**src/rtl/mem_reader_if.sv**
```systemverilog
// mem_reader bus bundle: run/length command, RAM read port and the output
// byte stream. The master modport is the reader itself; slave is whoever
// drives the command, owns the RAM and consumes the stream.
// Optional: MEM_READER_CHECKSUM_EN adds the csum signal.
interface mem_reader_if #(
  parameter int AW = 8,
  parameter int DW = 8
);
  logic          run;
  logic [AW-1:0] start_addr;
  logic [AW:0]   len;
  logic          abort;
  logic [AW-1:0] addr;
  logic          rden;
  logic [DW-1:0] q;
  logic [DW-1:0] dout;
  logic          dout_valid;
  logic          dout_ready;
  logic          busy;
  logic          done;
`ifdef MEM_READER_CHECKSUM_EN
  logic [DW-1:0] csum;
`endif

  modport master (
    input  run, start_addr, len, abort, q, dout_ready,
    output addr, rden, dout, dout_valid, busy, done
`ifdef MEM_READER_CHECKSUM_EN
    , output csum
`endif
  );

  modport slave (
    output run, start_addr, len, abort, q, dout_ready,
    input  addr, rden, dout, dout_valid, busy, done
`ifdef MEM_READER_CHECKSUM_EN
    , input csum
`endif
  );
endinterface

```
**src/rtl/mem_reader.sv**
```systemverilog
// mem_reader: walks RAM from start_addr for len bytes, one read at a time,
// and hands each byte out on a valid/ready stream. Used for dump/readback.
// RD_LAT is the RAM read latency (1..3 clocks from rden to valid q).
// Optional: MEM_READER_CHECKSUM_EN adds a running modulo-2^DW sum (csum)
// of the bytes accepted in the current transfer.
module mem_reader #(
  parameter int AW     = 8,
  parameter int DW     = 8,
  parameter int RD_LAT = 1
) (
  input  logic          clk,
  input  logic          rst,
  mem_reader_if.master  bus
);

  typedef enum logic [2:0] {
    S_IDLE,
    S_REQ,
    S_WAIT,
    S_HOLD,
    S_FIN
  } state_t;

  // Index of the WAIT cycle on which q is valid and gets captured.
  localparam logic [1:0] WAIT_LAST = 2'(RD_LAT - 1);

  state_t        state_q, state_d;
  logic [AW-1:0] cur_q, cur_d;
  logic [AW:0]   rem_q, rem_d;
  logic [1:0]    wcnt_q, wcnt_d;
  logic [DW-1:0] dout_q, dout_d;
  logic          dval_q, dval_d;
  logic          hs;
`ifdef MEM_READER_CHECKSUM_EN
  logic [DW-1:0] csum_q, csum_d;
`endif

  // Byte leaves the block on this edge.
  assign hs = dval_q & bus.dout_ready;

  // Next-state logic: sequencing of request, latency wait and output hold.
  always_comb begin
    state_d = state_q;
    cur_d   = cur_q;
    rem_d   = rem_q;
    wcnt_d  = wcnt_q;
    dout_d  = dout_q;
    dval_d  = dval_q;
`ifdef MEM_READER_CHECKSUM_EN
    csum_d  = csum_q;
`endif
    case (state_q)
      S_IDLE: begin
        if (bus.run) begin
`ifdef MEM_READER_CHECKSUM_EN
          csum_d = '0;
`endif
          if (bus.len != '0) begin
            cur_d   = bus.start_addr;
            rem_d   = bus.len;
            state_d = S_REQ;
          end else begin
            // Empty transfer: report completion without touching RAM.
            state_d = S_FIN;
          end
        end
      end
      S_REQ: begin
        wcnt_d = '0;
        if (bus.abort) state_d = S_FIN;
        else           state_d = S_WAIT;
      end
      S_WAIT: begin
        if (bus.abort) begin
          // The read in flight is simply never captured.
          state_d = S_FIN;
        end else if (wcnt_q == WAIT_LAST) begin
          dout_d  = bus.q;
          dval_d  = 1'b1;
          state_d = S_HOLD;
        end else begin
          wcnt_d = wcnt_q + 2'd1;
        end
      end
      S_HOLD: begin
        if (hs) begin
          dval_d = 1'b0;
          rem_d  = rem_q - 1'b1;
`ifdef MEM_READER_CHECKSUM_EN
          csum_d = csum_q + dout_q;
`endif
          // A byte accepted together with abort still counts.
          if (rem_q == (AW+1)'(1) || bus.abort) begin
            state_d = S_FIN;
          end else begin
            cur_d   = cur_q + 1'b1;  // wraps modulo 2^AW
            state_d = S_REQ;
          end
        end else if (bus.abort) begin
          dval_d  = 1'b0;
          state_d = S_FIN;
        end
      end
      S_FIN: begin
        state_d = S_IDLE;
      end
      default: begin
        state_d = S_IDLE;
        dval_d  = 1'b0;
      end
    endcase
  end

  // State register; reset drops any transfer at once, with no done pulse.
  always_ff @(posedge clk or negedge rst) begin
    if (!rst) begin
      state_q <= S_IDLE;
      cur_q   <= '0;
      rem_q   <= '0;
      wcnt_q  <= '0;
      dout_q  <= '0;
      dval_q  <= 1'b0;
`ifdef MEM_READER_CHECKSUM_EN
      csum_q  <= '0;
`endif
    end else begin
      state_q <= state_d;
      cur_q   <= cur_d;
      rem_q   <= rem_d;
      wcnt_q  <= wcnt_d;
      dout_q  <= dout_d;
      dval_q  <= dval_d;
`ifdef MEM_READER_CHECKSUM_EN
      csum_q  <= csum_d;
`endif
    end
  end

  assign bus.addr       = cur_q;
  assign bus.rden       = (state_q == S_REQ);
  assign bus.dout       = dout_q;
  assign bus.dout_valid = dval_q;
  assign bus.busy       = (state_q != S_IDLE);
  assign bus.done       = (state_q == S_FIN);
`ifdef MEM_READER_CHECKSUM_EN
  assign bus.csum       = csum_q;
`endif

endmodule

```
**src/flat_wrapper.sv**
```systemverilog
// flat-port wrapper written by rule: the top's interface ports become plain ports
module mem_reader_flat 
#(
  parameter int AW     = 8,
  parameter int DW     = 8,
  parameter int RD_LAT = 1
)
  (clk, rst, bus_run, bus_start_addr, bus_len, bus_abort, bus_q, bus_dout_ready, bus_addr, bus_rden, bus_dout, bus_dout_valid, bus_busy, bus_done);
  mem_reader_if #(.AW(AW), .DW(DW)) bus_i ();
  input  logic clk;
  input  logic rst;
  input wire logic [$bits(bus_i.run)-1:0] bus_run;
  input wire logic [$bits(bus_i.start_addr)-1:0] bus_start_addr;
  input wire logic [$bits(bus_i.len)-1:0] bus_len;
  input wire logic [$bits(bus_i.abort)-1:0] bus_abort;
  input wire logic [$bits(bus_i.q)-1:0] bus_q;
  input wire logic [$bits(bus_i.dout_ready)-1:0] bus_dout_ready;
  output wire logic [$bits(bus_i.addr)-1:0] bus_addr;
  output wire logic [$bits(bus_i.rden)-1:0] bus_rden;
  output wire logic [$bits(bus_i.dout)-1:0] bus_dout;
  output wire logic [$bits(bus_i.dout_valid)-1:0] bus_dout_valid;
  output wire logic [$bits(bus_i.busy)-1:0] bus_busy;
  output wire logic [$bits(bus_i.done)-1:0] bus_done;
  assign bus_i.run = bus_run;
  assign bus_i.start_addr = bus_start_addr;
  assign bus_i.len = bus_len;
  assign bus_i.abort = bus_abort;
  assign bus_i.q = bus_q;
  assign bus_i.dout_ready = bus_dout_ready;
  assign bus_addr = bus_i.addr;
  assign bus_rden = bus_i.rden;
  assign bus_dout = bus_i.dout;
  assign bus_dout_valid = bus_i.dout_valid;
  assign bus_busy = bus_i.busy;
  assign bus_done = bus_i.done;
  mem_reader #(.AW(AW), .DW(DW), .RD_LAT(RD_LAT)) u_core (.clk(clk), .rst(rst), .bus(bus_i));
endmodule
```
**config.mk**
```make
export PLATFORM = sky130hd
export DESIGN_NAME = mem_reader_flat
export DESIGN_NICKNAME = d
export VERILOG_FILES = /design/src/rtl/mem_reader_if.sv /design/src/rtl/mem_reader.sv /design/src/flat_wrapper.sv
export SDC_FILE = /design/constraint.sdc
export NUM_CORES = 1
export LEC_CHECK = 0
export CORE_ASPECT_RATIO = 0.9
export CORE_MARGIN = 2
export CORE_UTILIZATION = 48
export DETAILED_ROUTE_END_ITERATION = 8
export PLACE_DENSITY = 0.85
export SETUP_SLACK_MARGIN = 0.2
export SLEW_MARGIN = 20
export SYNTH_ARGS = -nofsm -noshare
export SYNTH_HDL_FRONTEND = slang
export SYNTH_SLANG_ARGS = --single-unit
export TNS_END_PERCENT = 5
```
**constraint.sdc**
```tcl
create_clock -name clk -period 2.7 [get_ports clk]
set_clock_uncertainty 0.15 [all_clocks]
set_input_delay 0.27 -clock clk [delete_from_list [all_inputs] [get_ports clk]]
set_output_delay 0.27 -clock clk [all_outputs]
set_load 0.1 [all_outputs]
```
Yosys cells after proc, flatten, opt, wreduce, memory -nomap -nowiden --
Index checks and enable logic that the tools add are counted. Widths: inputs -> output; s select.
Storage, ports and cells: input port bits 30, output and inout bits 20, logic and storage cells 66, register bits after elaboration 31
Operators by class: bitwise operators 3, multiplexer cells 26, equal/unequal tests 14, add/sub/neg operators 3, reductions and logical operators 14
Operators by type and width (number):
- $mux 8 | 4
- $mux 9 | 3
- $mux 3 | 8
- $pmux 9 s2 | 1
- $pmux 8 s2 | 1
- $pmux 3 s4 | 1
- $eq 9x1->1 const B | 1
- $reduce_and 3->1 | 3
- $reduce_bool 9->1 | 1
- $sub 9x1->9 const B | 1
- $add 8x1->8 const B | 1
- $ne 2x2->1 const B | 4
- $reduce_and 4->1 | 2
- $eq 3x2->1 const B | 2
- $ne 2x1->1 const B | 3
- $ne 3x2->1 const B | 2
- $reduce_and 5->1 | 1
- $mux 1 | 4
- $mux 2 | 2
- $pmux 2 s2 | 1
- $reduce_bool 2->1 | 2
- $eq 3x1->1 const B | 1
- $eq 3x3->1 const B | 1
- $logic_not 3->1 | 1
- 8 further kinds | 9

Depth between registers and ports, before layout --
depth in word-level cells 5, mapped depth 8, gate-level depth less buffers 7

Worst setup path after synthesis --
No wires, ideal clock.
path type register -> register, start reg u_core.state_q[2], end reg u_core.wcnt_q[0], cell stages (with the launch flop) 6, clock period less this slack 2583 ps, arrival 2306 ps, library setup time 126 ps, required time 2424 ps, setup slack 117 ps, cell sequence dfrtp_1 -> clkbuf_1 -> nand2b_1 -> nor2_1 -> or3_1 -> o21ai_0
On the way: cells in the longest elaborated chain, start to end 3, elaborated cells between the ends (all ways) 7
RTL lines:
- from (decl) | RTL line mem_reader.sv:27 | state_t state_q, state_d;
- from (signal assigned) | RTL line mem_reader.sv:127 | state_q <= state_d;
- $eq 3x1->1 *
- named net bus_rden | RTL line flat_wrapper.sv:19 | output wire logic [$bits(bus_i.rden)-1:0] bus_rden;
- $reduce_bool 2->1 (no line)
- $reduce_and 3->1 (no line)
- to (signal assigned) | RTL line mem_reader.sv:130 | wcnt_q <= wcnt_d;
- to (decl) | RTL line mem_reader.sv:30 | logic [1:0] wcnt_q, wcnt_d;
Mark *: on every way through the listed nets, which the timed path passes. The rest lies on a longest branch. A chain may end at the register's enable or synchronous reset.

Worst setup path after layout --
start reg u_core.rem_q[0], end reg u_core.cur_q[5], in the netlist u_core.bus.addr[5]
On the way: cells in the longest elaborated chain, start to end 4
RTL lines:
- from (decl) | RTL line mem_reader.sv:29 | logic [AW:0] rem_q, rem_d;
- from (signal assigned) | RTL line mem_reader.sv:129 | rem_q <= rem_d;
- $eq 9x1->1 | RTL line mem_reader.sv:93 | if (rem_q == (AW+1)'(1) || bus.abort) begin
- $logic_or 1x1->1 | RTL line mem_reader.sv:93
- $ne 2x2->1 (no line)
- $reduce_and 5->1 (no line)
- to (signal assigned) | RTL line mem_reader.sv:128 | cur_q <= cur_d;
- to (decl) | RTL line mem_reader.sv:28 | logic [AW-1:0] cur_q, cur_d;
Every way passes these cells.

==> metrics.md <==
| Metric | Value |
|---|---|
| Die width | `69.4 um` |
| Die Ht | `62.9 um` |
| Root Buffer | `clkbuf_8` |
| Area grow syn2layout | `32.7%` |
| Fin area | `2450 um^2` |
| Final setup viols | `0` |
| Hold_buf cts | `0` |
| Ys async rst share | `100%` |
| Setup TNS | `0 ps` |
| EDFF count, synth | `0` |
| Overall routing resource usage | `23.1%` |
| Clock sinks | `31` |
| RSZ-0062 raised after global routing | `false` |
| WHS | `231 ps` |
| Ant diodes | `0` |
| Yosys reg bits | `31` |
| Port buffer count | `49` |
| CTS tree | `built` |
| Total CTS buffers | `5` |
| Unique masters post-synth | `50` |
| DRT antenna net count | `0` |
| Status | `completed` |
| Net Count, Synth | `229` |
| Ranking of synthesized cells by area | `dfrtp_1 (42%), mux2_2 (4.9%), a21oi_1 (4.3%)` |
| Worst EP required | `2770 ps` |
| CP max FO | `8` |
| H-tree depth | `2` |
| Initial antenna violation count | `0` |
| Worst slew margin | `62.7%` |
| CP Data Arrival Time | `2370 ps` |
| Post-synth top area cell | `dfrtp_1` |
| Critical path type | `register to register` |
| Final wirelength | `4.62 mm` |
| Cell count after synthesis | `195` |
| I/O pin total | `50` |
| Max clock buf depth | `2` |
| CP delay by family, top | `simple AND/OR/NAND/NOR gates` |
| Max Slew Vio Count | `0` |
| Starting Density | `49.9%` |
| DRC | `0` |
| Critical path startpoint category | `register` |
| DR WL/cell | `15.6 um` |
| Fmax | `0.435 GHz` |
| Yosys top cell area share | `41.9%` |
| DRT Pass-1 Iters | `4` |
| Post-route minimum period | `approximately 2300 ps` |
| DR iter-0 viols | `196` |
| Synthesized area per cell | `9.48 um^2` |
| Gr ovfl total | `0` |
| Vias in the first global route | `roughly 1.6k` |
| CP bufs+invs | `0` |
| Top FF cell, synth | `dfrtp_1` |
| NumNets Final | `282` |
| GP Congestion | `0.871` |
| Largest net degree at the start of global routing | `32` |
| Final hold vios | `0` |
| Yosys warnings | `0` |
| First-pass GRT wire length | `8.01 mm` |
| Crit path capture type | `register` |
| Fin crit share | `85.2%` |
| Cts repair resizes | `0` |
| Detail-routed via count per cell | `5.80` |
| FP Rows | `21` |
| Number of max-cap violations | `0` |
| Seq/Total Area, Yosys | `41.9%` |
| Clk_lat worst skew | `290 ps` |
| Ratio of cells with drive above 1 in the final layout | `between 20% and 30%` |
| Actual slew at the worst max-slew pin | `559 ps` |
| HPWL after detailed placement | `3.32 mm` |
| CTS clk-pin slew, worst paths | `70 ps` |
| Worst hold path class | `input pin to asynchronous set/reset pin` |
| DP Area | `2340 um^2` |
| Mapped Area | `~1800 um^2` |
| Max incr delay on CP | `approximately 490 ps` |
| Critical-path top delay cell | `a311oi_4` |
| DIE AREA | `between 4000 and 5000 um^2` |
| Cell chain of the critical path | `ha_1, nor4b_1, a311oi_4, nand2_2, or4_1, nand3_1` |
| Routed via count | `1710` |
| Core ar. | `3700 um^2` |
| Total setup buffers inserted after CTS | `0` |
-- cell usage in the layout, fill, tap and decap left out, drive strengths merged, types with 2 or more instances in the layout --
cell type       n
nand2b          4
or3             4
o21ai          13
ha              4
clkbuf          6
or4             3
o2bb2ai         2
o211ai          3
a21oi          17
nand3           9
or2             4
and2            2
nand2          16
dfrtp          31
o31ai           5
nand4           3
a31oi           2
inv             6
clkdlybuf4s50  29
nor3            6
a211oi          2
a22oi           3
nor4b           4
mux2            8
buf            25
nor2           21
-- cell families after synthesis --
| kind of cell | Yosys count | share of synthesized area (%) |
|---|---|---|
| AO/OA/AOI/OAI | 56 | 22.2 |
| XOR/XNOR | 1 | 0.474 |
| flip-flops | 31 | 41.9 |
| adder cells (fa/ha/maj) | 4 | 2.71 |
| multiplexers | 8 | 4.87 |
| buffers and inverters | 14 | 3.92 |
| AND/OR/NAND/NOR | 81 | 23.9 |
-- layer usage --
| layer | track usage (%) | part of all wire [%] | up-vias |
|---|---|---|---|
| li1 | - | - | 831 |
| met1 | 31.3 | 46 | 817 |
| met2 | 36.5 | 47 | 53 |
| met3 | 4.84 | 4.9 | 9 |
| met4 | 8.33 | 1.4 | 0 |
| met5 | 0 | 0 | - |
-- worst register-to-register path, delay by kind of cell (launching register included) --
| family | cells | cell delay (ps) |
|---|---|---|
| AO/OA/AOI/OAI | 1 | 490 |
| adder cells (fa/ha/maj) | 1 | 240 |
| flip-flops | 1 | 470 |
| AND/OR/NAND/NOR | 4 | 890 |
-- final timing paths --
path                                  start            endpoint  slack [ps]  depth (start not counted)
setup / recovery            u_core.rem_q[0]  u_core.bus.addr[5]         400                          6
hold / removal                          rst    u_core.wcnt_q[1]         230                          2
setup reg to reg            u_core.rem_q[0]  u_core.bus.addr[5]         400                          6
hold reg to reg            u_core.wcnt_q[0]    u_core.wcnt_q[0]         330                          1
max in group asynchronous               rst     u_core.rem_q[7]        1870                          2
min in group clk           u_core.wcnt_q[0]    u_core.wcnt_q[0]         330                          1
-- synth_stat cells, drive strengths merged, types with 2 or more instances --
master,count
mux2,8
clkbuf,2
o21ai,13
and2,2
a31oi,2
a211oi,2
buf,6
nand2,16
o211ai,3
or3,4
or4,3
a22oi,3
nand4,3
o31ai,5
or2,4
o2bb2ai,2
nor2,21
a21oi,17
ha,4
dfrtp,31
inv,6
nor3,6
nand3,9
nor4b,4
nand2b,4
-- per-stage QoR --
stage,instances,worst slack (ps),util [%]
finish,295,399,66.3
global route,295,287,66.3
CTS,295,415,66.3
detailed placement,287,301,63.1
global placement,287,327,63.1
floorplan,195,138,-
-- area by class of cell --
class / instances / area [um^2]
clock buffers: 6 / 82.6
clock inverters: 2 / 35.0
fillers: 300 / 1250
inverters: 6 / 22.5
multi-input cells: 150 / 1000
flip-flops and latches: 31 / 776
well taps: 46 / 57.6
repair buffers: 54 / 478
-- state kept, by name, summed over array words and instances (netlist names) --
name and count:
u_core.bus.dout_valid 1, u_core.rem_q 9, u_core.wcnt_q 2, u_core.bus.addr 8, u_core.bus.dout 8, u_core.state_q 3
Power is left out: the tool's default activity adds up to more than one toggle a clock period on the data nets, which glitch-free logic cannot reach.
